`src/rtl/pulse_sched_pkg.sv`:
```
// Shared widths, scheduler state encoding and the packed command record used by the
// pulse scheduler block.
package pulse_sched_pkg;

    localparam int unsigned PHASE_WIDTH_DEF    = 17;
    localparam int unsigned FREQ_WIDTH_DEF     = 9;
    localparam int unsigned AMP_WIDTH_DEF      = 16;
    localparam int unsigned CFG_WIDTH_DEF      = 4;
    localparam int unsigned ENV_WORD_WIDTH_DEF = 24;
    localparam int unsigned TIME_WIDTH_DEF     = 32;
    localparam int unsigned DEPTH_DEF          = 8;

    typedef enum logic [1:0] {
        StEmpty,
        StArmed,
        StIssue
    } sched_state_e;

    typedef struct packed {
        logic [TIME_WIDTH_DEF-1:0]     time_stamp;
        logic [ENV_WORD_WIDTH_DEF-1:0] env_word;
        logic [CFG_WIDTH_DEF-1:0]      cfg;
        logic [AMP_WIDTH_DEF-1:0]      amp;
        logic [FREQ_WIDTH_DEF-1:0]     freq;
        logic [PHASE_WIDTH_DEF-1:0]    phase;
    } pulse_cmd_t;

    // Width of one buffered command word; layout matches pulse_cmd_t, time in the MSBs.
    function automatic int unsigned cmd_bits(input int unsigned phase_w, input int unsigned freq_w,
                                             input int unsigned amp_w, input int unsigned cfg_w,
                                             input int unsigned env_w, input int unsigned time_w);
        return phase_w + freq_w + amp_w + cfg_w + env_w + time_w;
    endfunction

endpackage

```
`src/rtl/pulse_scheduler_if.sv`:
```
// Command channel into the pulse scheduler: valid/ready handshake plus pulse fields and
// the timestamp at which the pulse should be issued.
interface pulse_scheduler_if
    import pulse_sched_pkg::*;
#(
    parameter int unsigned PHASE_WIDTH    = PHASE_WIDTH_DEF,
    parameter int unsigned FREQ_WIDTH     = FREQ_WIDTH_DEF,
    parameter int unsigned AMP_WIDTH      = AMP_WIDTH_DEF,
    parameter int unsigned CFG_WIDTH      = CFG_WIDTH_DEF,
    parameter int unsigned ENV_WORD_WIDTH = ENV_WORD_WIDTH_DEF,
    parameter int unsigned TIME_WIDTH     = TIME_WIDTH_DEF
);

    logic                      cmd_valid;
    logic                      cmd_ready;
    logic [PHASE_WIDTH-1:0]    cmd_phase;
    logic [FREQ_WIDTH-1:0]     cmd_freq;
    logic [AMP_WIDTH-1:0]      cmd_amp;
    logic [ENV_WORD_WIDTH-1:0] cmd_env_word;
    logic [CFG_WIDTH-1:0]      cmd_cfg;
    logic [TIME_WIDTH-1:0]     cmd_time;

    modport master (
        output cmd_valid, cmd_phase, cmd_freq, cmd_amp, cmd_env_word, cmd_cfg, cmd_time,
        input  cmd_ready
    );

    modport slave (
        input  cmd_valid, cmd_phase, cmd_freq, cmd_amp, cmd_env_word, cmd_cfg, cmd_time,
        output cmd_ready
    );

endinterface

```
`src/rtl/pulse_cmd_fifo.sv`:
```
// Synchronous command buffer with registered occupancy. The head word falls through
// combinationally; the entry behind it is exposed so the scheduler can look one ahead.
module pulse_cmd_fifo #(
    parameter int unsigned WIDTH = 8,
    parameter int unsigned DEPTH = 8
) (
    input  logic                       clk,
    input  logic                       reset,
    input  logic                       push,
    input  logic [WIDTH-1:0]           push_data,
    input  logic                       pop,
    output logic [WIDTH-1:0]           head,
    output logic [WIDTH-1:0]           second,
    output logic [$clog2(DEPTH):0]     count
);

    localparam int unsigned AW = $clog2(DEPTH);
    localparam int unsigned CW = AW + 1;

    logic [WIDTH-1:0] mem [DEPTH];
    logic [AW-1:0]    wr_ptr;
    logic [AW-1:0]    rd_ptr;
    logic             do_push;
    logic             do_pop;

    assign do_push = push && (count != CW'(DEPTH));
    assign do_pop  = pop && (count != '0);

    assign head   = mem[rd_ptr];
    assign second = mem[rd_ptr + AW'(1)];

    always_ff @(posedge clk) begin
        if (do_push) begin
            mem[wr_ptr] <= push_data;
        end
    end

    always_ff @(posedge clk) begin
        if (reset) begin
            wr_ptr <= '0;
            rd_ptr <= '0;
            count  <= '0;
        end else begin
            if (do_push) begin
                wr_ptr <= wr_ptr + AW'(1);
            end
            if (do_pop) begin
                rd_ptr <= rd_ptr + AW'(1);
            end
            unique case ({do_push, do_pop})
                2'b10:   count <= count + CW'(1);
                2'b01:   count <= count - CW'(1);
                default: count <= count;
            endcase
        end
    end

endmodule

```
`src/rtl/pulse_scheduler.sv`:
```
// Timestamped pulse scheduler: buffers commands and commits each one to the pulse outputs
// when the free-running timer reaches its timestamp. PULSE_SCHED_LATE_DROP_EN drops late heads.
module pulse_scheduler
    import pulse_sched_pkg::*;
#(
    parameter int unsigned PHASE_WIDTH    = PHASE_WIDTH_DEF,
    parameter int unsigned FREQ_WIDTH     = FREQ_WIDTH_DEF,
    parameter int unsigned AMP_WIDTH      = AMP_WIDTH_DEF,
    parameter int unsigned CFG_WIDTH      = CFG_WIDTH_DEF,
    parameter int unsigned ENV_WORD_WIDTH = ENV_WORD_WIDTH_DEF,
    parameter int unsigned TIME_WIDTH     = TIME_WIDTH_DEF,
    parameter int unsigned DEPTH          = DEPTH_DEF
) (
    input  logic                      clk,
    input  logic                      reset,
    input  logic                      time_rst,
    pulse_scheduler_if.slave          cmd,
    output logic [PHASE_WIDTH-1:0]    phase,
    output logic [FREQ_WIDTH-1:0]     freq,
    output logic [AMP_WIDTH-1:0]      amp,
    output logic [ENV_WORD_WIDTH-1:0] env_word,
    output logic [CFG_WIDTH-1:0]      cfg,
    output logic                      cstrobe,
    output logic [TIME_WIDTH-1:0]     cur_time,
    output logic [$clog2(DEPTH):0]    fifo_count,
    output logic                      late_err,
    input  logic                      err_clr,
    output logic                      busy
);

    localparam int unsigned W  = cmd_bits(PHASE_WIDTH, FREQ_WIDTH, AMP_WIDTH, CFG_WIDTH,
                                          ENV_WORD_WIDTH, TIME_WIDTH);
    localparam int unsigned CW = $clog2(DEPTH) + 1;

    localparam int unsigned OFF_FREQ = PHASE_WIDTH;
    localparam int unsigned OFF_AMP  = OFF_FREQ + FREQ_WIDTH;
    localparam int unsigned OFF_CFG  = OFF_AMP + AMP_WIDTH;
    localparam int unsigned OFF_ENV  = OFF_CFG + CFG_WIDTH;
    localparam int unsigned OFF_TIME = OFF_ENV + ENV_WORD_WIDTH;

    sched_state_e          state_q;
    sched_state_e          state_d;
    logic [W-1:0]          push_word;
    logic [W-1:0]          head_word;
    logic [W-1:0]          second_word;
    logic [W-1:0]          nh_word;
    logic                  nh_valid;
    logic [TIME_WIDTH-1:0] time_next;
    logic [TIME_WIDTH-1:0] d_next;
    logic                  push;
    logic                  issue;
    logic                  late;
    logic                  fire;

    assign cmd.cmd_ready = (fifo_count < CW'(DEPTH));
    assign push          = cmd.cmd_valid && cmd.cmd_ready;
    assign push_word     = {cmd.cmd_time, cmd.cmd_env_word, cmd.cmd_cfg, cmd.cmd_amp,
                            cmd.cmd_freq, cmd.cmd_phase};
    assign busy          = (fifo_count != '0);

    pulse_cmd_fifo #(
        .WIDTH (W),
        .DEPTH (DEPTH)
    ) u_fifo (
        .clk       (clk),
        .reset     (reset),
        .push      (push),
        .push_data (push_word),
        .pop       (issue),
        .head      (head_word),
        .second    (second_word),
        .count     (fifo_count)
    );

    always_ff @(posedge clk) begin
        if (reset || time_rst) begin
            cur_time <= '0;
        end else begin
            cur_time <= cur_time + TIME_WIDTH'(1);
        end
    end

    assign time_next = time_rst ? '0 : cur_time + TIME_WIDTH'(1);

    // ISSUE is only entered with d <= 0, so any mismatch at pop time means the head is late.
    assign issue = (state_q == StIssue);
    assign late  = issue && (head_word[OFF_TIME +: TIME_WIDTH] != cur_time);

`ifdef PULSE_SCHED_LATE_DROP_EN
    assign fire = issue && !late;
`else
    assign fire = issue;
`endif

    // Classify the entry that will sit at the head next cycle against next cycle's timer.
    always_comb begin
        nh_valid = 1'b0;
        nh_word  = head_word;
        if (issue) begin
            if (fifo_count >= CW'(2)) begin
                nh_valid = 1'b1;
                nh_word  = second_word;
            end else if (push) begin
                nh_valid = 1'b1;
                nh_word  = push_word;
            end
        end else if (fifo_count != '0) begin
            nh_valid = 1'b1;
            nh_word  = head_word;
        end else if (push) begin
            nh_valid = 1'b1;
            nh_word  = push_word;
        end

        d_next = nh_word[OFF_TIME +: TIME_WIDTH] - time_next;
        if (!nh_valid) begin
            state_d = StEmpty;
        end else if (!d_next[TIME_WIDTH-1] && (d_next != '0)) begin
            state_d = StArmed;
        end else begin
            state_d = StIssue;
        end
    end

    always_ff @(posedge clk) begin
        if (reset) begin
            state_q  <= StEmpty;
            cstrobe  <= 1'b0;
            phase    <= '0;
            freq     <= '0;
            amp      <= '0;
            env_word <= '0;
            cfg      <= '0;
            late_err <= 1'b0;
        end else begin
            state_q <= state_d;
            cstrobe <= fire;
            if (fire) begin
                phase    <= head_word[0 +: PHASE_WIDTH];
                freq     <= head_word[OFF_FREQ +: FREQ_WIDTH];
                amp      <= head_word[OFF_AMP +: AMP_WIDTH];
                cfg      <= head_word[OFF_CFG +: CFG_WIDTH];
                env_word <= head_word[OFF_ENV +: ENV_WORD_WIDTH];
            end
            if (late) begin
                late_err <= 1'b1;
            end else if (err_clr) begin
                late_err <= 1'b0;
            end
        end
    end

endmodule

```
`src/flat_wrapper.sv`:
```
// flat-port wrapper written by rule: the top's interface ports become plain ports
module pulse_scheduler_flat import pulse_sched_pkg::*;
#(
    parameter int unsigned PHASE_WIDTH    = PHASE_WIDTH_DEF,
    parameter int unsigned FREQ_WIDTH     = FREQ_WIDTH_DEF,
    parameter int unsigned AMP_WIDTH      = AMP_WIDTH_DEF,
    parameter int unsigned CFG_WIDTH      = CFG_WIDTH_DEF,
    parameter int unsigned ENV_WORD_WIDTH = ENV_WORD_WIDTH_DEF,
    parameter int unsigned TIME_WIDTH     = TIME_WIDTH_DEF,
    parameter int unsigned DEPTH          = DEPTH_DEF
)
  (clk, reset, time_rst, phase, freq, amp, env_word, cfg, cstrobe, cur_time, fifo_count, late_err, err_clr, busy, cmd_cmd_valid, cmd_cmd_phase, cmd_cmd_freq, cmd_cmd_amp, cmd_cmd_env_word, cmd_cmd_cfg, cmd_cmd_time, cmd_cmd_ready);
  pulse_scheduler_if #(.PHASE_WIDTH(PHASE_WIDTH), .FREQ_WIDTH(FREQ_WIDTH), .AMP_WIDTH(AMP_WIDTH), .CFG_WIDTH(CFG_WIDTH), .ENV_WORD_WIDTH(ENV_WORD_WIDTH), .TIME_WIDTH(TIME_WIDTH)) cmd_i ();
  input  logic clk;
  input  logic reset;
  input  logic time_rst;
  output logic [PHASE_WIDTH-1:0] phase;
  output logic [FREQ_WIDTH-1:0] freq;
  output logic [AMP_WIDTH-1:0] amp;
  output logic [ENV_WORD_WIDTH-1:0] env_word;
  output logic [CFG_WIDTH-1:0] cfg;
  output logic cstrobe;
  output logic [TIME_WIDTH-1:0] cur_time;
  output logic [$clog2(DEPTH):0] fifo_count;
  output logic late_err;
  input  logic err_clr;
  output logic busy;
  input wire logic [$bits(cmd_i.cmd_valid)-1:0] cmd_cmd_valid;
  input wire logic [$bits(cmd_i.cmd_phase)-1:0] cmd_cmd_phase;
  input wire logic [$bits(cmd_i.cmd_freq)-1:0] cmd_cmd_freq;
  input wire logic [$bits(cmd_i.cmd_amp)-1:0] cmd_cmd_amp;
  input wire logic [$bits(cmd_i.cmd_env_word)-1:0] cmd_cmd_env_word;
  input wire logic [$bits(cmd_i.cmd_cfg)-1:0] cmd_cmd_cfg;
  input wire logic [$bits(cmd_i.cmd_time)-1:0] cmd_cmd_time;
  output wire logic [$bits(cmd_i.cmd_ready)-1:0] cmd_cmd_ready;
  assign cmd_i.cmd_valid = cmd_cmd_valid;
  assign cmd_i.cmd_phase = cmd_cmd_phase;
  assign cmd_i.cmd_freq = cmd_cmd_freq;
  assign cmd_i.cmd_amp = cmd_cmd_amp;
  assign cmd_i.cmd_env_word = cmd_cmd_env_word;
  assign cmd_i.cmd_cfg = cmd_cmd_cfg;
  assign cmd_i.cmd_time = cmd_cmd_time;
  assign cmd_cmd_ready = cmd_i.cmd_ready;
  pulse_scheduler #(.PHASE_WIDTH(PHASE_WIDTH), .FREQ_WIDTH(FREQ_WIDTH), .AMP_WIDTH(AMP_WIDTH), .CFG_WIDTH(CFG_WIDTH), .ENV_WORD_WIDTH(ENV_WORD_WIDTH), .TIME_WIDTH(TIME_WIDTH), .DEPTH(DEPTH)) u_core (.clk(clk), .reset(reset), .time_rst(time_rst), .cmd(cmd_i), .phase(phase), .freq(freq), .amp(amp), .env_word(env_word), .cfg(cfg), .cstrobe(cstrobe), .cur_time(cur_time), .fifo_count(fifo_count), .late_err(late_err), .err_clr(err_clr), .busy(busy));
endmodule
```
`config.mk`:
```
export PLATFORM = sky130hd
export DESIGN_NAME = pulse_scheduler_flat
export DESIGN_NICKNAME = d
export VERILOG_FILES = /design/src/rtl/pulse_sched_pkg.sv /design/src/rtl/pulse_scheduler_if.sv /design/src/rtl/pulse_cmd_fifo.sv /design/src/rtl/pulse_scheduler.sv /design/src/flat_wrapper.sv
export SDC_FILE = /design/constraint.sdc
export NUM_CORES = 1
export LEC_CHECK = 0
export BUFFER_PORTS_ARGS = -buffer_cell sky130_fd_sc_hd__buf_2
export CORE_UTILIZATION = 61
export CTS_BUF_LIST = sky130_fd_sc_hd__clkbuf_8 sky130_fd_sc_hd__clkbuf_16
export CTS_CLUSTER_DIAMETER = 80
export DETAILED_ROUTE_END_ITERATION = 12
export GPL_ROUTABILITY_DRIVEN = 0
export PLACE_DENSITY = 0.8
export SLEW_MARGIN = 20
export SYNTH_ARGS = -nofsm -noshare
export SYNTH_HDL_FRONTEND = slang
export SYNTH_SLANG_ARGS = --single-unit
```
`constraint.sdc`:
```
create_clock -name clk -period 13.7 [get_ports clk]
set_clock_uncertainty 0.05 [all_clocks]
set_input_delay 0 -clock clk [delete_from_list [all_inputs] [get_ports clk]]
set_output_delay 0 -clock clk [all_outputs]
set_load 0.02 [all_outputs]
```
# --- Word-level counts from Yosys, hierarchy flattened ---
# Memories as Yosys holds them, arrays and structs flattened. A register that Yosys moved wholly into a read port is not among the register bits.
# Cells that the tools add are included.
word_totals:
  ff_bits: 116
  inputBits: 107
  mem_bits_rw: 816
  n_memories: 1
  wordCells: 56
op_classes:
  magnitude_cmp: 2
  bitwise: 1
  reduce_logical: 12
  eq_ne: 5
  add_sub_neg: 6
  n_mux: 17
memory_table:
  columns: ["name", "words", "width", "rd", "rd_ports_with_merged_regs", "wr", "line", "rtl"]
  rows:
  - ["u_core.u_fifo.mem", 8, 102, 2, 1, 1, "pulse_cmd_fifo.sv:20", "logic [WIDTH-1:0] mem [DEPTH];"]
ops:
  columns: ["op", "n"]
  rows:
  - ["2-to-1 mux 102 bit", 4]
  - ["adder 32 x 1 -> 32 bit (second input constant)", 1]
  - ["2-to-1 mux 32 bit", 1]
  - ["!= test 32 bit", 1]
  - ["nonzero test 32 bit", 1]
  - ["subtractor 32 bit", 1]
  - ["2-to-1 mux 1 bit", 8]
  - ["case mux 4 bit (2 select lines)", 1]
  - ["adder 3 x 1 -> 3 bit (second input constant)", 2]
  - ["2-to-1 mux 3 bit", 2]
  - ["logical AND 1 bit", 5]
  - ["adder 4 x 1 -> 4 bit (second input constant)", 1]
  - ["equality test 2 bit (second input constant)", 2]
  - [">= comparator 4 x 2 -> 1 bit (second input constant)", 1]
  - ["< comparator 4 bit (second input constant)", 1]
  - ["!= test 4 bit (second input constant)", 1]
  - ["nonzero test 2 bit", 2]
  - ["nonzero test 4 bit", 1]
  - ["subtractor 4 x 1 -> 4 bit (second input constant)", 1]
  - ["equality test 2 x 1 -> 1 bit (second input constant)", 1]
  - ["2-to-1 mux 2 bit", 1]
  - ["OR reduction 2 bit", 1]
  - ["logical NOT 1 bit", 1]
  - ["logical OR 1 bit", 1]
  - ["NOT 1 bit", 1]

# --- Depth between registers and ports, before layout ---
# Gate-level depths: netlist of the first run.
depth:
  depth_word: 9
  depth_mapped: 20
  mapped_depth_nobuf: 18

# --- By module ---
# From an unflattened synthesis of the first run, not the netlist that was laid out.
unflattened:
  cells_unflattened: 2665
  area_unflattened_um2: 45230.9
by_module_without_submodules:
  columns: ["mod", "area_each_um2", "cells_each", "seq_area_each_um2", "n_inst"]
  rows:
  - ["pulse_cmd_fifo", 37718.7, 1617, 24763.8, 1]
  - ["pulse_scheduler", 7512.2, 1048, 2122.0, 1]

# --- Least setup slack after synthesis of the first run ---
# No wires, ideal clock.
synth_timing:
  kind: "register -> register"
  startpoint: "reg u_core.u_fifo.count[3]"
  endpoint: "mem u_core.u_fifo.mem[0][0] (netlist name), enable pin"
  t_required_ns: 12.836
  path_buffers: 0
  setup_slack_ns: 2.420
  arrival_ns: 10.416
  setup_ns: 0.814
  path_stages_with_launch: 4
  path_cell_list: "dfxtp_1 -> nor2b_1 -> clkinv_1 -> nor4_1"
synth_via:
  elab_chain_len: 5
  word_cells_on_any_way: 6
  cone_classes: "1 x order compare; 1 x eq/ne; 2 x mux; 2 x reduce/logical"
synth_rtl:
  columns: ["element", "line", "rtl"]
  rows:
  - ["from (decl)", "pulse_cmd_fifo.sv:14", "output logic [$clog2(DEPTH):0] count"]
  - ["from (signal assigned)", "pulse_cmd_fifo.sv:51", "2'b10: count <= count + CW'(1);"]
  - ["from (signal assigned)", "pulse_cmd_fifo.sv:52", "2'b01: count <= count - CW'(1);"]
  - ["from (signal assigned)", "pulse_cmd_fifo.sv:53", "default: count <= count;"]
  - ["< comparator 4 bit", "pulse_scheduler.sv:55", "assign cmd.cmd_ready = (fifo_count < CW'(DEPTH));"]
  - ["logical AND 1 bit", "pulse_scheduler.sv:56", "assign push = cmd.cmd_valid && cmd.cmd_ready;"]
  - ["logical AND 1 bit *", "pulse_cmd_fifo.sv:26", "assign do_push = push && (count != CW'(DEPTH));"]
  - ["2-to-1 mux 1 bit *", "pulse_cmd_fifo.sv:33", "if (do_push) begin"]
  - ["2-to-1 mux 1 bit (not written as such) *", "pulse_cmd_fifo.sv:34", "mem[wr_ptr] <= push_data;"]
  - ["to (decl)", "pulse_cmd_fifo.sv:20", null]
# Every way passes the cells marked *; elsewhere a longest branch is shown, timed or not.

# --- Worst setup path after layout of the first run ---
layout_timing:
  startpoint: "reg u_core.u_fifo.rd_ptr[0]"
  endpoint: "reg u_core.state_q[0]"
layout_via:
  elab_chain_len: 8
  word_cells_on_any_way: 9
  cone_classes: "2 x add/sub; 3 x mux; 3 x reduce/logical; 1 x memory"
layout_rtl:
  columns: ["element", "line", "rtl"]
  rows:
  - ["from (decl)", "pulse_cmd_fifo.sv:22", "logic [AW-1:0] rd_ptr;"]
  - ["from (signal assigned)", "pulse_cmd_fifo.sv:48", "rd_ptr <= rd_ptr + AW'(1);"]
  - ["adder 3 x 1 -> 3 bit *", "pulse_cmd_fifo.sv:30", "assign second = mem[rd_ptr + AW'(1)];"]
  - ["memory read (8 x 102 bit) *", null, null]
  - ["2-to-1 mux 102 bit *", "pulse_scheduler.sv:100", "if (fifo_count >= CW'(2)) begin"]
  - ["2-to-1 mux 102 bit *", "pulse_scheduler.sv:99", "if (issue) begin"]
  - ["subtractor 32 bit *", "pulse_scheduler.sv:115", "d_next = nh_word[OFF_TIME +: TIME_WIDTH] - time_next;"]
  - ["nonzero test 32 bit / logical NOT 1 bit (equally long branches)", "pulse_scheduler.sv:118", "end else if (!d_next[TIME_WIDTH-1] && (d_next != '0)) begin"]
  - ["logical AND 1 bit *", "pulse_scheduler.sv:118", null]
  - ["2-to-1 mux 2 bit *", "pulse_scheduler.sv:118", null]
  - ["to (signal assigned)", "pulse_scheduler.sv:127", "state_q <= StEmpty;"]
  - ["to (signal assigned)", "pulse_scheduler.sv:136", "state_q <= state_d;"]
  - ["to (decl)", "pulse_scheduler.sv:41", "sched_state_e state_q;"]
# Marked as above.
# A chain may end at the register's enable or synchronous reset.

==> impl_metrics.env, run 1 <==
export IMPL_async_reset_ff_share_pct=0
export IMPL_dp_cells=3286
export IMPL_drc=0
export IMPL_crit_chain="ha_4 -> buf_4 -> mux4_2 -> mux2i_1 -> o21ai_0 -> fa_1 -> a211oi_2 -> o211ai_1 -> a21boi_0 -> a211oi_1 -> a21o_1 -> or4_1 -> or4_1 -> o31ai_2 -> a211oi_1"
export IMPL_min_path_type="in2reg"
export IMPL_path_clk_slew_ns=0.06
export IMPL_worst_hold_slack_ns=0.04356
export IMPL_cts_root_buf="clkbuf_16"
export IMPL_wirelength_um=96520
export IMPL_cts_buffers=91
export IMPL_power_switching_uw=2358
export IMPL_antenna_found_initial=6
export IMPL_yosys_most_used_dff="edfxtp_1"
export IMPL_setup_viol=0
export IMPL_areaGrowthSynthToFinish_pct=15.59
export IMPL_crit_required_ns=14.15
export IMPL_rrSetupSlack_ns=7.03
export IMPL_hold_end="u_core.u_fifo.wr_ptr[1]$_SDFFE_PP0P_"
export IMPL_finalMaxSlewViolations=0
export IMPL_powerDensity_mw_per_mm2=170.7
export IMPL_drt_first_iter_violations=2880
export IMPL_p_leak_uw=0.01479
export IMPL_via_count=23560
export IMPL_p_int_uw=5501
export IMPL_cpMaxStageDelayCell="dfxtp_2"
export IMPL_cp_start_kind="register"
export IMPL_post_route_period_util_pct=48.67
export IMPL_max_slew_margin_pct=22.68
export IMPL_power_uw=7859
export IMPL_nFillCells=3913
export IMPL_die_h_um=257.6
export IMPL_wl_per_cell_um=27.06
export IMPL_grt_max_degree=143
export IMPL_synthesis_area_mm2=0.03984
export IMPL_drv_cap=0
export IMPL_synth_warnings=0
export IMPL_track_usage_pct=29.15
export IMPL_cts_htree_levels=3
export IMPL_reg2reg_from="u_core.u_fifo.rd_ptr[0]$_SDFFE_PP0P_"
export IMPL_critical_path_max_fanout=37
export IMPL_dpl_hpwl_um=54280
export IMPL_grt_pass1_wl_um=145000
export IMPL_pwr_share_comb_pct=24.9
export IMPL_rows=93
export IMPL_seq_area_frac_synth_pct=67.48
export IMPL_power_frac_clock_pct=32.7
export IMPL_clockBufferDepth=3
export IMPL_regArea_mm2=0.02690
export IMPL_tns_ns=0
export IMPL_multi_input_area_mm2=0.01247
export IMPL_start_util_pct=61.80
export IMPL_synth_fp_nets=2461
export IMPL_vdd_drop_max_mv=0.1498
export IMPL_critical_path_arrival_ns=7.11
export IMPL_die_area_mm2=0.06634
export IMPL_cts_tree="yes"
export IMPL_worstRegToRegCells=15
export IMPL_synth_seq_cells=935
export IMPL_share_seq_of_total_power_pct=42.4
export IMPL_firstDrtPassIters=8
export IMPL_rsz0062_at_grt="false"
export IMPL_worstMarginPinSlew_ns=1.160
export IMPL_hold_viol_final=0
export IMPL_swShare_pct=30.00
export IMPL_avgSynthCellArea_um2=17.21
export IMPL_synth_edf_count=816
export IMPL_layout_nets=2777
export IMPL_coreArea_mm2=0.06446
export IMPL_clock_sinks=935
export IMPL_slowest_delay_ns=0.85
export IMPL_io_pins=217
export IMPL_fin_crit_ns=6.667
export IMPL_synth_distinct_cells=65
export IMPL_synth_cells=2315
export IMPL_hold_depth=5
export IMPL_viasPerCell=6.605
export IMPL_drive_gt1_share_pct=25.87
export IMPL_die_x_um=257.6
export IMPL_clk_insertion_delay_late_ns=0.66
export IMPL_postCtsSetupBuffers=0
export IMPL_clock_fmax_mhz=150.0
export IMPL_grt_overflow_total=0
export IMPL_grt_pass1_vias=24100
export IMPL_hold_start="cmd_cmd_valid"
export IMPL_io_buffers=216
export IMPL_stdcell_count=3567
export IMPL_detail_route_antenna_nets=0
export IMPL_end_kind="register"
export IMPL_criticalPathCategory="reg2reg"
export IMPL_rr_endpoint="u_core.state_q[0]$_SDFF_PP0_"
export IMPL_status="finished, final reports clean"
## synth_stat cells, drive strengths merged (13+ instances only)
library cell | instances | area, um2
dfxtp | 119 | 2382
nand2 | 78 | 292.8
inv | 13 | 48.80
nand3 | 22 | 110.1
buf | 47 | 188.9
a211oi | 81 | 625.6
mux2i | 122 | 1221
nor2 | 185 | 694.4
mux4 | 268 | 6036
nor4 | 16 | 100.1
nand2b | 23 | 143.9
ha | 37 | 462.9
a21oi | 106 | 530.5
o21ai | 54 | 270.3
nand4 | 17 | 106.4
xor2 | 27 | 236.5
xnor2 | 55 | 481.7
a21o | 16 | 120.1
nor3 | 19 | 95.09
edfxtp | 816 | 24500
clkbuf | 88 | 340.3
## what timing repair did
action / 4_1_cts / 5_1_grt
hold buffers: 107 / 0
resized for setup: 0 / 0
hold endpoints to repair: 872 / 0
endpoints found under the setup margin: 0 / 0
## sequential cells by signal (all words and copies together) (netlist names), 4 cells and up, named ones only
signal / cells
u_core.amp: 16
u_core.cur_time: 32
u_core.freq: 9
u_core.phase: 17
u_core.u_fifo.mem: 816
u_core.env_word: 24
u_core.u_fifo.count: 4
u_core.cfg: 4
## power groups by stage
| stage | clock, uW | combinational, uW | sequential [uW] |
|---|---|---|---|
| finish | 2570 | 1960 | 3330 |
| global route | 2700 | 2090 | 3350 |
| CTS | 2590 | 1910 | 3330 |
| detailed placement | 0 | 1870 | 3390 |
| global placement | 0 | 1810 | 3380 |
| floorplan | 0 | 1310 | 3440 |
## final cells by class
type                            count  area share, %
Sequential cell                   935          58.41
Multi-Input combinational cell   1231          27.08
Timing Repair Buffer              358          5.284
Clock buffer                       99          5.233
Tap cell                          855          2.323
Clock inverter                     73          1.546
Inverter                           14         0.1141
Antenna cell                        2        0.01087
## routing by layer
metal,routed length (um),GRT usage (%),vias to the layer above,part of all wire [%]
met5,45,0,-,0.047
met4,2601,10.22,8,2.7
met3,9547,5.241,210,9.9
met2,48480,48.43,1396,50
met1,35850,39.23,11980,37
li1,-,-,9963,-
## cell usage in the layout (no fill, tap or decap), types with 78 or more instances in the layout
cell type / n
a211oi_1: 79
mux2i_1: 122
nand2_1: 78
nor2_1: 182
buf_2: 215
dfxtp_1: 115
edfxtp_1: 816
mux4_2: 268
dlygate4sd3_1: 107
clkbuf_16: 93
a21oi_1: 106
## cell families (layout without fill, tap and decap cells)
kind of cell	count (synthesis)	after routing	share of synthesized area, %
flip-flops	935	935	67.48
AO/OA/AOI/OAI	311	311	4.984
AND/OR/NAND/NOR	406	406	4.679
buffers and inverters	149	544	1.460
XOR/XNOR	83	83	1.862
multiplexers	392	392	18.27
adder cells (fa/ha/maj)	39	39	1.262
other	0	2	0
## worst max path at each step
| stage | endpoint | start | slack (ns) | cells past startpoint |
|---|---|---|---|---|
| CTS | u_core.state_q[0]$_SDFF_PP0_ | u_core.u_fifo.rd_ptr[0]$_SDFFE_PP0P_ | 7.08 | 15 |
| global placement | u_core.state_q[0]$_SDFF_PP0_ | u_core.u_fifo.rd_ptr[0]$_SDFFE_PP0P_ | 7.29 | 15 |
| floorplan | u_core.u_fifo.mem[0][0]$_DFFE_PP_ | u_core.u_fifo.count[3]$_SDFFE_PP0P_ | 2.42 | 3 |
| finish | u_core.state_q[0]$_SDFF_PP0_ | u_core.u_fifo.rd_ptr[0]$_SDFFE_PP0P_ | 7.03 | 15 |
| detailed placement | u_core.state_q[0]$_SDFF_PP0_ | u_core.u_fifo.rd_ptr[0]$_SDFFE_PP0P_ | 7.17 | 15 |
| global route | u_core.state_q[0]$_SDFF_PP0_ | u_core.u_fifo.rd_ptr[0]$_SDFFE_PP0P_ | 6.68 | 15 |
## through the flow
step / setup WS [ns] / cell area [um2] / utilization, %
finish: 7.033 / 46050 / 71.44
global route: 6.678 / 46050 / 71.44
CTS: 7.083 / 46040 / 71.43
detailed placement: 7.172 / 41850 / 64.92
global placement: 7.287 / 41850 / 64.92
floorplan: 2.420 / 39840 / -
## critical path, delay by kind of cell, from the launching register on
kind	cells	cell delay, ns
simple gates	2	1.07
compound gates	8	1.87
mux	2	0.76
fa+ha+maj	2	1.22
buf+inv	1	0.63
flops	1	0.85
(Power assumes the default switching activity.)
==> inputs of run 2 (changes only) <==
--- a/config.mk
+++ b/config.mk
@@ -6,12 +6,12 @@
 export NUM_CORES = 1
 export LEC_CHECK = 0
 export BUFFER_PORTS_ARGS = -buffer_cell sky130_fd_sc_hd__buf_2
-export CORE_UTILIZATION = 61
+export CORE_UTILIZATION = 55
 export CTS_BUF_LIST = sky130_fd_sc_hd__clkbuf_8 sky130_fd_sc_hd__clkbuf_16
 export CTS_CLUSTER_DIAMETER = 80
 export DETAILED_ROUTE_END_ITERATION = 12
 export GPL_ROUTABILITY_DRIVEN = 0
-export PLACE_DENSITY = 0.8
+export PLACE_DENSITY = 0.76
 export SLEW_MARGIN = 20
 export SYNTH_ARGS = -nofsm -noshare
 export SYNTH_HDL_FRONTEND = slang
==> constraint.sdc (replaced) <==
create_clock -name clk -period 5.9 [get_ports clk]
set_clock_uncertainty 0.05 [all_clocks]
set_input_delay 0 -clock clk [delete_from_list [all_inputs] [get_ports clk]]
set_output_delay 0 -clock clk [all_outputs]
set_load 0.02 [all_outputs]
==> impl_metrics.env, run 2 (same netlist as run 1, synthesis figures left out) <==
export IMPL_status="finished, final reports clean"
export IMPL_drv_cap=0
export IMPL_grt_pass1_wl_um=144800
export IMPL_viasPerCell=6.337
export IMPL_criticalPathCategory="reg2reg"
export IMPL_post_route_period_util_pct=93.49
export IMPL_track_usage_pct=26.10
export IMPL_powerDensity_mw_per_mm2=396.9
export IMPL_start_util_pct=55.64
export IMPL_critical_path_max_fanout=9
export IMPL_die_area_mm2=0.07352
export IMPL_path_clk_slew_ns=0.06
export IMPL_top_register="u_core.u_fifo.mem"
export IMPL_areaGrowthSynthToFinish_pct=16.82
export IMPL_clk_insertion_delay_late_ns=0.64
export IMPL_worstMarginPinSlew_ns=1.081
export IMPL_largest_register_ffs=816
export IMPL_reg_top3="u_core.u_fifo.mem (816), u_core.cur_time (32), u_core.env_word (24)"
export IMPL_cpMaxStageDelayCell="or4_1"
export IMPL_crit_chain="ha_1 -> nand3_1 -> nor3_1 -> nand2_1 -> nor3_1 -> buf_4 -> nand2_1 -> or3_1 -> a21o_1 -> ha_1 -> and2_1 -> nand4_1 -> or3_1 -> a211oi_1 -> o31a_2 -> o22ai_1 -> or4_1 -> o31ai_2 -> a211oi_1"
export IMPL_via_count=23400
export IMPL_end_kind="register"
export IMPL_hold_start="cmd_cmd_env_word[5]"
export IMPL_rows=98
export IMPL_final_common_cell="edfxtp_1"
export IMPL_cp_start_kind="register"
export IMPL_final_cell_mix="edfxtp_1 (816), mux4_2 (268), buf_2 (215)"
export IMPL_vdd_drop_max_mv=0.2752
export IMPL_finalMaxSlewViolations=0
export IMPL_layout_nets=2805
export IMPL_cpLargestDelayFamily="simple AND/OR/NAND/NOR gates"
export IMPL_crit_cells=19
export IMPL_crit_path_start="u_core.cur_time[1]$_SDFF_PP0_"
export IMPL_min_path_type="in2reg"
export IMPL_die_h_um=271.1
export IMPL_drt_first_iter_violations=1951
export IMPL_p_leak_uw=0.01500
export IMPL_io_pins=217
export IMPL_grt_overflow_total=0
export IMPL_cts_htree_levels=3
export IMPL_drive_gt1_share_pct=26.57
export IMPL_grt_pass1_vias=24170
export IMPL_clockBufferDepth=3
export IMPL_hold_viol_final=0
export IMPL_critical_path_arrival_ns=5.95
export IMPL_firstDrtPassIters=8
export IMPL_clock_fmax_mhz=181.3
export IMPL_finalInstanceArea_mm2=0.04654
export IMPL_cts_root_buf="clkbuf_16"
export IMPL_cp_endpoint="u_core.state_q[0]$_SDFF_PP0_"
export IMPL_rr_endpoint="u_core.state_q[0]$_SDFF_PP0_"
export IMPL_grt_max_degree=105
export IMPL_dpl_hpwl_um=55750
export IMPL_placed_area_mm2=0.04223
export IMPL_coreArea_mm2=0.07161
export IMPL_worst_path_buf_inv=1
export IMPL_crit_required_ns=6.33
export IMPL_cts_buffers=94
export IMPL_detail_route_antenna_nets=0
export IMPL_cts_tree="yes"
export IMPL_io_buffers=216
export IMPL_rrSetupSlack_ns=0.38
export IMPL_wirelength_um=95410
export IMPL_max_slew_margin_pct=27.91
export IMPL_setup_viol=0
export IMPL_clock_sinks=935
export IMPL_wl_per_cell_um=25.83
export IMPL_power_uw=18470
export IMPL_fin_crit_ns=5.516
export IMPL_slowest_delay_ns=0.56
export IMPL_reg2reg_from="u_core.cur_time[1]$_SDFF_PP0_"
export IMPL_antenna_found_initial=4
export IMPL_rsz0062_at_grt="false"
export IMPL_worstRegToRegCells=19
export IMPL_drc=0
export IMPL_die_x_um=271.1
export IMPL_nFillCells=4818
-- run 2: power breakdown --
group | internal [uW] | switching, uW | leakage [uW]
logic | 1830 | 2760 | 0.00494
registers | 7540 | 180 | 0.00838
clock network | 3660 | 2500 | 0.00167
-- run 2: worst register-to-register path: stages (launching register included) --
cell and delay (ns):
dfxtp_1 0.49, ha_1 0.28, nand3_1 0.08, nor3_1 0.45
nand2_1 0.21, nor3_1 0.23, buf_4 0.17, nand2_1 0.10
or3_1 0.35, a21o_1 0.20, ha_1 0.46, and2_1 0.27
nand4_1 0.20, or3_1 0.36, a211oi_1 0.29, o31a_2 0.20
o22ai_1 0.05, or4_1 0.56, o31ai_2 0.28, a211oi_1 0.07
-- run 2: per-layer routing --
| metal | GRT usage [%] | wire [um] |
|---|---|---|
| met5 | 0 | 18 |
| met1 | 35.06 | 36830 |
| met4 | 7.658 | 2261 |
| met3 | 4.830 | 8223 |
| met2 | 43.81 | 48070 |
-- run 2: per-stage QoR --
stage / utilization (%) / hold slack [ns] / TNS, ns / instances / setup WS [ns]
3_5_place_dp: 58.97 / 0.2177 / 0 / 3407 / 0.4304
3_3_place_gp: 58.97 / 0.2065 / 0 / 3407 / 0.5729
2_1_floorplan: - / 0.04887 / -907.06 / 2315 / -2.607
6_report: 65.00 / 0.1064 / 0 / 3693 / 0.3839
4_1_cts: 64.99 / 0.06663 / 0 / 3690 / 0.4116
5_1_grt: 64.99 / 0.1041 / 0 / 3692 / 0.02297
-- run 2: cell type report --
cell class              count  area (um2)  area share [%]
flip-flops and latches    935       26900           57.79
clock inverters            76       799.5           1.718
diodes                      3       7.507         0.01613
clock buffers             101        2449           5.261
inverters                  14       52.55          0.1129
well taps                 950        1189           2.554
multi-input cells        1231       12480           26.82
repair buffers            383        2665           5.726
-- run 2: worst min path at each step --
stage,endpoint,cells after the start,slack (ns)
after global routing,u_core.u_fifo.mem[2][51]$_DFFE_PP_,2,0.10
after floorplan,u_core.u_fifo.mem[0][0]$_DFFE_PP_,0,0.05
final,u_core.u_fifo.mem[2][51]$_DFFE_PP_,2,0.11
after detailed placement,u_core.u_fifo.mem[4][59]$_DFFE_PP_,1,0.22
after global placement,u_core.u_fifo.mem[1][66]$_DFFE_PP_,1,0.21
after CTS,u_core.u_fifo.mem[7][8]$_DFFE_PP_,2,0.07
-- run 2: repair_timing --
| item | CTS | global route |
|---|---|---|
| endpoints found under the hold margin | 879 | 0 |
| gates resized for setup | 0 | 0 |
| hold buffers | 106 | 0 |
| setup buffers | 0 | 0 |
| endpoints found under the setup margin | 0 | 0 |
